## src/rtl/seq_divider.sv

```systemverilog
// Restoring divider for unsigned WIDTH-bit operands, one quotient bit per clock, START/BUSY/DONE handshake.
// Optional macro DIV_POW2_BYPASS_EN: power-of-two divisors finish in one cycle via shift/mask.
module seq_divider #(
  parameter int WIDTH = 8
) (
  input  logic             CLK,
  input  logic             RST,
  input  logic             START,
  input  logic [WIDTH-1:0] DI,
  input  logic [WIDTH-1:0] DV,
  output logic             BUSY,
  output logic             DONE,
  output logic [WIDTH-1:0] Q,
  output logic [WIDTH-1:0] R,
  output logic             DZ
);

  localparam int CW = (WIDTH > 1) ? $clog2(WIDTH) : 1;
  localparam logic [CW-1:0] LAST = CW'(WIDTH - 1);

  typedef enum logic [1:0] {IDLE, RUN, FIN} state_t;

  state_t           state;
  logic [WIDTH-1:0] dvd_reg;
  logic [WIDTH-1:0] dvs_reg;
  logic [WIDTH-1:0] rem_reg;
  logic [WIDTH-1:0] quo_reg;
  logic [CW-1:0]    cnt;

  logic [WIDTH:0]   rem_shift;
  logic [WIDTH:0]   trial;
  logic [WIDTH-1:0] rem_next;
  logic [WIDTH-1:0] quo_next;

  // The partial remainder stays below the divisor, so only the WIDTH+1-bit shifted trial needs the extra bit.
  always_comb begin
    rem_shift = {rem_reg, dvd_reg[WIDTH-1]};
    trial     = rem_shift - {1'b0, dvs_reg};
    rem_next  = rem_shift[WIDTH-1:0];
    quo_next  = {quo_reg[WIDTH-2:0], 1'b0};
    if (!trial[WIDTH]) begin
      rem_next = trial[WIDTH-1:0];
      quo_next = {quo_reg[WIDTH-2:0], 1'b1};
    end
  end

`ifdef DIV_POW2_BYPASS_EN
  logic          pow2;
  logic [CW-1:0] shamt;

  always_comb begin
    pow2  = (DV != '0) && ((DV & (DV - WIDTH'(1))) == '0);
    shamt = '0;
    for (int i = 0; i < WIDTH; i++) begin
      if (DV[i]) shamt = CW'(i);
    end
  end
`endif

  always_ff @(posedge CLK or posedge RST) begin
    if (RST) begin
      state   <= IDLE;
      BUSY    <= 1'b0;
      DONE    <= 1'b0;
      Q       <= '0;
      R       <= '0;
      DZ      <= 1'b0;
      dvd_reg <= '0;
      dvs_reg <= '0;
      rem_reg <= '0;
      quo_reg <= '0;
      cnt     <= '0;
    end else begin
      case (state)
        IDLE, FIN: begin
          if (START) begin
            dvd_reg <= DI;
            dvs_reg <= DV;
            rem_reg <= '0;
            quo_reg <= '0;
            cnt     <= '0;
            if (DV == '0) begin
              state <= FIN;
              BUSY  <= 1'b0;
              DONE  <= 1'b1;
              DZ    <= 1'b1;
              Q     <= '1;
              R     <= DI;
`ifdef DIV_POW2_BYPASS_EN
            end else if (pow2) begin
              state <= FIN;
              BUSY  <= 1'b0;
              DONE  <= 1'b1;
              DZ    <= 1'b0;
              Q     <= DI >> shamt;
              R     <= DI & (DV - WIDTH'(1));
`endif
            end else begin
              // DZ is cleared at completion so the previous result stays intact during RUN.
              state <= RUN;
              BUSY  <= 1'b1;
              DONE  <= 1'b0;
            end
          end else begin
            state <= IDLE;
            DONE  <= 1'b0;
          end
        end
        RUN: begin
          rem_reg <= rem_next;
          quo_reg <= quo_next;
          dvd_reg <= {dvd_reg[WIDTH-2:0], 1'b0};
          cnt     <= cnt + CW'(1);
          if (cnt == LAST) begin
            state <= FIN;
            BUSY  <= 1'b0;
            DONE  <= 1'b1;
            DZ    <= 1'b0;
            Q     <= quo_next;
            R     <= rem_next;
          end
        end
        default: begin
          state <= IDLE;
          BUSY  <= 1'b0;
          DONE  <= 1'b0;
        end
      endcase
    end
  end

endmodule

```

## config.mk

```make
export PLATFORM = sky130hd
export DESIGN_NAME = seq_divider
export DESIGN_NICKNAME = d
export VERILOG_FILES = /design/src/rtl/seq_divider.sv
export SDC_FILE = /design/constraint.sdc
export NUM_CORES = 1
export LEC_CHECK = 0
export CAP_MARGIN = 20
export CORE_MARGIN = 2
export CORE_UTILIZATION = 50
export CTS_CLUSTER_DIAMETER = 120
export DETAILED_ROUTE_END_ITERATION = 8
export DONT_BUFFER_PORTS = 1
export PLACE_DENSITY = 0.72
export SLEW_MARGIN = 25
export SYNTH_ARGS = -nofsm -noshare
export SYNTH_HDL_FRONTEND = slang
export SYNTH_SLANG_ARGS = --single-unit
```

## constraint.sdc

```tcl
create_clock -name CLK -period 3.3 [get_ports CLK]
set_input_delay 0.66 -clock CLK [delete_from_list [all_inputs] [get_ports CLK]]
set_output_delay 0.66 -clock CLK [all_outputs]
set_load 0.05 [all_outputs]
```

==> results.rst <==
.. list-table::
   :header-rows: 1

   * - Metric
     - Value
   * - Layout cell share with drive strength beyond 1
     - 8.304%
   * - Final setup violation count
     - 0
   * - Postcts setup bufs
     - 0
   * - Setup TNS
     - 0 ns
   * - Number of max-capacitance violations reported
     - 0
   * - Most used standard cell by instance count after synthesis
     - sky130_fd_sc_hd__dfrtp_1
   * - Height of the die
     - 77.57 um
   * - Setup repair after global routing missed its margin
     - no
   * - Area of the core region
     - 5172 um^2
   * - Required @ worst endpoint
     - 3.52 ns
   * - Clock tree buffer depth
     - 2
   * - Number of failing hold endpoints at the final stage
     - 0
   * - Placed wire-length estimate after detailed placement
     - 4099 um
   * - Post-Syn Nets
     - 320
   * - Initial antenna violation count
     - 0
   * - 1st-iter DRT viols
     - 90
   * - Time the worst path needs with I/O delays and setup
     - 2.777 ns
   * - Largest delay contributor family on the critical path
     - compound AO/OA/AOI/OAI gates
   * - Max Fanout on Critical Path
     - 14
   * - DR WL/cell
     - 15.76 um
   * - Cells along the critical path
     - inv_1 -> ha_1 -> inv_1 -> fa_1 -> a211o_1 -> a211oi_2 -> o211ai_2 -> or3_1 -> a31oi_1
   * - GRT overflow
     - 0
   * - Number of unique standard cell types used by synthesis
     - 46
   * - Number of vias in the routed layout
     - 2005
   * - Number of clock sinks
     - 54
   * - Number of global-route vias before repair
     - 2045
   * - H-tree lvl count
     - 2
   * - Starting density of the core
     - 52.32%
   * - Class of the worst hold path
     - in2async
   * - Root buffer cell
     - sky130_fd_sc_hd__clkbuf_8
   * - Global Route Usage Sum
     - 20.83%
   * - Period Utilization, post-route
     - 84.15%
   * - Die span in x
     - 77.57 um
   * - Post-cts sizing count
     - 0
   * - Number of instances in the synthesized netlist
     - 290
   * - Insertion delay of the later-clocked pin in the worst-skew pair
     - 0.31 ns
   * - Crit Path Category
     - reg2reg
   * - Number of warnings issued by yosys
     - 0
   * - Cell seen most often among critical-path stages
     - sky130_fd_sc_hd__inv_1
   * - Number of remaining DRC errors
     - 0
   * - Full die area
     - 6017 um^2
   * - 1st-pass router iterations
     - 4
   * - Global placer's final weighted congestion
     - 0.8241
   * - Routed vias/inst
     - 5.585
   * - Number of port buffers
     - 0
   * - Synthesis-to-finish area growth
     - 6.842%
   * - Most frequently used flop master after synthesis
     - sky130_fd_sc_hd__dfrtp_1
   * - Flops & latches, synth
     - 54
   * - Critical path endpoint category
     - register
   * - Cell area after synthesis
     - 2706 um^2
   * - Status
     - finished clean
   * - Top-level port count
     - 38
   * - Peak per-stage delay on the critical path
     - 0.51 ns
   * - Number of flops mapped to enable cells by yosys
     - 0
   * - Crit path arrival time
     - 3.00 ns
   * - Number of CTS-inserted buffers
     - 5
   * - Fraction of synthesized cell area taken by the top area cell type
     - 49.93%
   * - Count of inserted antenna diode cells
     - 0
   * - Cell types with the largest area share after synthesis
     - sky130_fd_sc_hd__dfrtp_1, sky130_fd_sc_hd__nand2_1, sky130_fd_sc_hd__ha_1, sky130_fd_sc_hd__nor2_1, sky130_fd_sc_hd__o21ai_0
   * - Post-CTS clock slew at the launch and capture registers of the worst setup and hold paths
     - 0.10 ns
   * - CTS tree
     - done
   * - Row count
     - 26
   * - Quantity of hold-fixing buffers added after cts
     - 0
   * - Largest net degree at the start of global routing
     - 38
   * - Post-synthesis async set-or-reset flop share
     - 100.0%
   * - Global-route wire length before repair
     - 9929 um
   * - Most common library cells after synthesis
     - sky130_fd_sc_hd__dfrtp_1, sky130_fd_sc_hd__nand2_1, sky130_fd_sc_hd__nor2_1
   * - Max-slew violations
     - 0
   * - WP buf/inv
     - 2
   * - Synthesized area divided by synthesized cell count
     - 9.332 um^2
   * - Cell accounting for the most synthesized area
     - sky130_fd_sc_hd__dfrtp_1
   * - Detailed-route wire length
     - 5658 um
   * - Slew Limit Headroom
     - 51.67%
   * - Critical Path Start Type
     - register
   * - Fraction of the yosys area taken by sequential cells
     - 49.93%
   * - Upper clock frequency limit
     - 360.1 MHz
   * - Antenna violation net count after detailed routing
     - 0
   * - Fin Clk Skew
     - 0.005716 ns
   * - Tightest Pin Transition
     - 0.7183 ns
   * - Final net count
     - 318
   * - Cell with the largest stage delay on the worst path
     - sky130_fd_sc_hd__or3_1
==> kinds of logic after synthesis <==
group           count (synthesis)  synth area share, %
compound gates                 74                18.49
xor+xnor                        2               0.6474
fa+ha+maj                      11                5.363
buf+inv                        28                4.207
flops                          54                49.93
mux                             9                3.421
simple gates                  112                17.94
==> layout make-up <==
class                      instances  area [um^2]
clock inverter                     3        40.04
sequential                        54         1351
timing repair buffer               7        52.55
clock buffer                       5        68.82
tap                               70        87.58
inverter                          12        45.04
multi-input combinational        208         1246
fill                             498         2281
==> cells in the final DEF (no fill, tap or decap), types with 6 or more instances in the layout <==
cell / netlist / final
sky130_fd_sc_hd__a22oi_1: 6 / 6
sky130_fd_sc_hd__dfrtp_1: 54 / 54
sky130_fd_sc_hd__nand2_1: 53 / 53
sky130_fd_sc_hd__nor2_1: 31 / 31
sky130_fd_sc_hd__buf_4: 0 / 7
sky130_fd_sc_hd__o21ai_0: 19 / 19
sky130_fd_sc_hd__ha_1: 10 / 10
sky130_fd_sc_hd__mux2i_1: 7 / 7
sky130_fd_sc_hd__a21oi_1: 18 / 18
sky130_fd_sc_hd__inv_1: 12 / 11
==> per-layer routing <==
| layer | routed length [um] | vias up | track usage [%] |
|---|---|---|---|
| met4 | 125 | 0 | 7.321 |
| met2 | 2549 | 43 | 32.52 |
| met1 | 2659 | 960 | 28.46 |
| met3 | 324 | 9 | 5.116 |
| li1 | - | 993 | - |
| met5 | 0 | - | 0 |
==> final timing paths <==
kind	slack (ns)	end	start	cells after the start
worst max-delay path	0.52	R[3]	dvd_reg[7]	9
worst min-delay path	0.19	quo_reg[1]	RST	1
worst max register to register	0.52	R[3]	dvd_reg[7]	9
worst min register to register	0.49	dvd_reg[3]	dvd_reg[3]	2
max in group asynchronous	2.31	dvd_reg[7]	RST	2
min in group CLK	0.46	dvs_reg[7]	DV[7]	2
==> metrics by stage <==
stage          hold WS (ns)  cells  cell area [um^2]  utilization, %  setup WS [ns]
2_1_floorplan        0.4467    290              2706               -         0.9817
3_3_place_gp         0.4605    351              2783           53.80         0.7165
3_5_place_dp         0.4639    351              2783           53.80         0.6225
4_1_cts              0.2018    359              2892           55.90         0.5377
5_1_grt              0.2190    359              2892           55.90         0.3701
6_report             0.1943    359              2892           55.90         0.5229
==> worst reg2reg max path: cells and delay by family (launching register included) <==
family	cells	cell delay, ns
AND/OR/NAND/NOR	1	0.51
flip-flops	1	0.37
adder cells (fa/ha/maj)	2	0.56
AO/OA/AOI/OAI	4	1.10
buffers and inverters	2	0.15
Power is left out: the tool's default activity adds up to more than one toggle a clock period on the data nets, which glitch-free logic cannot reach.
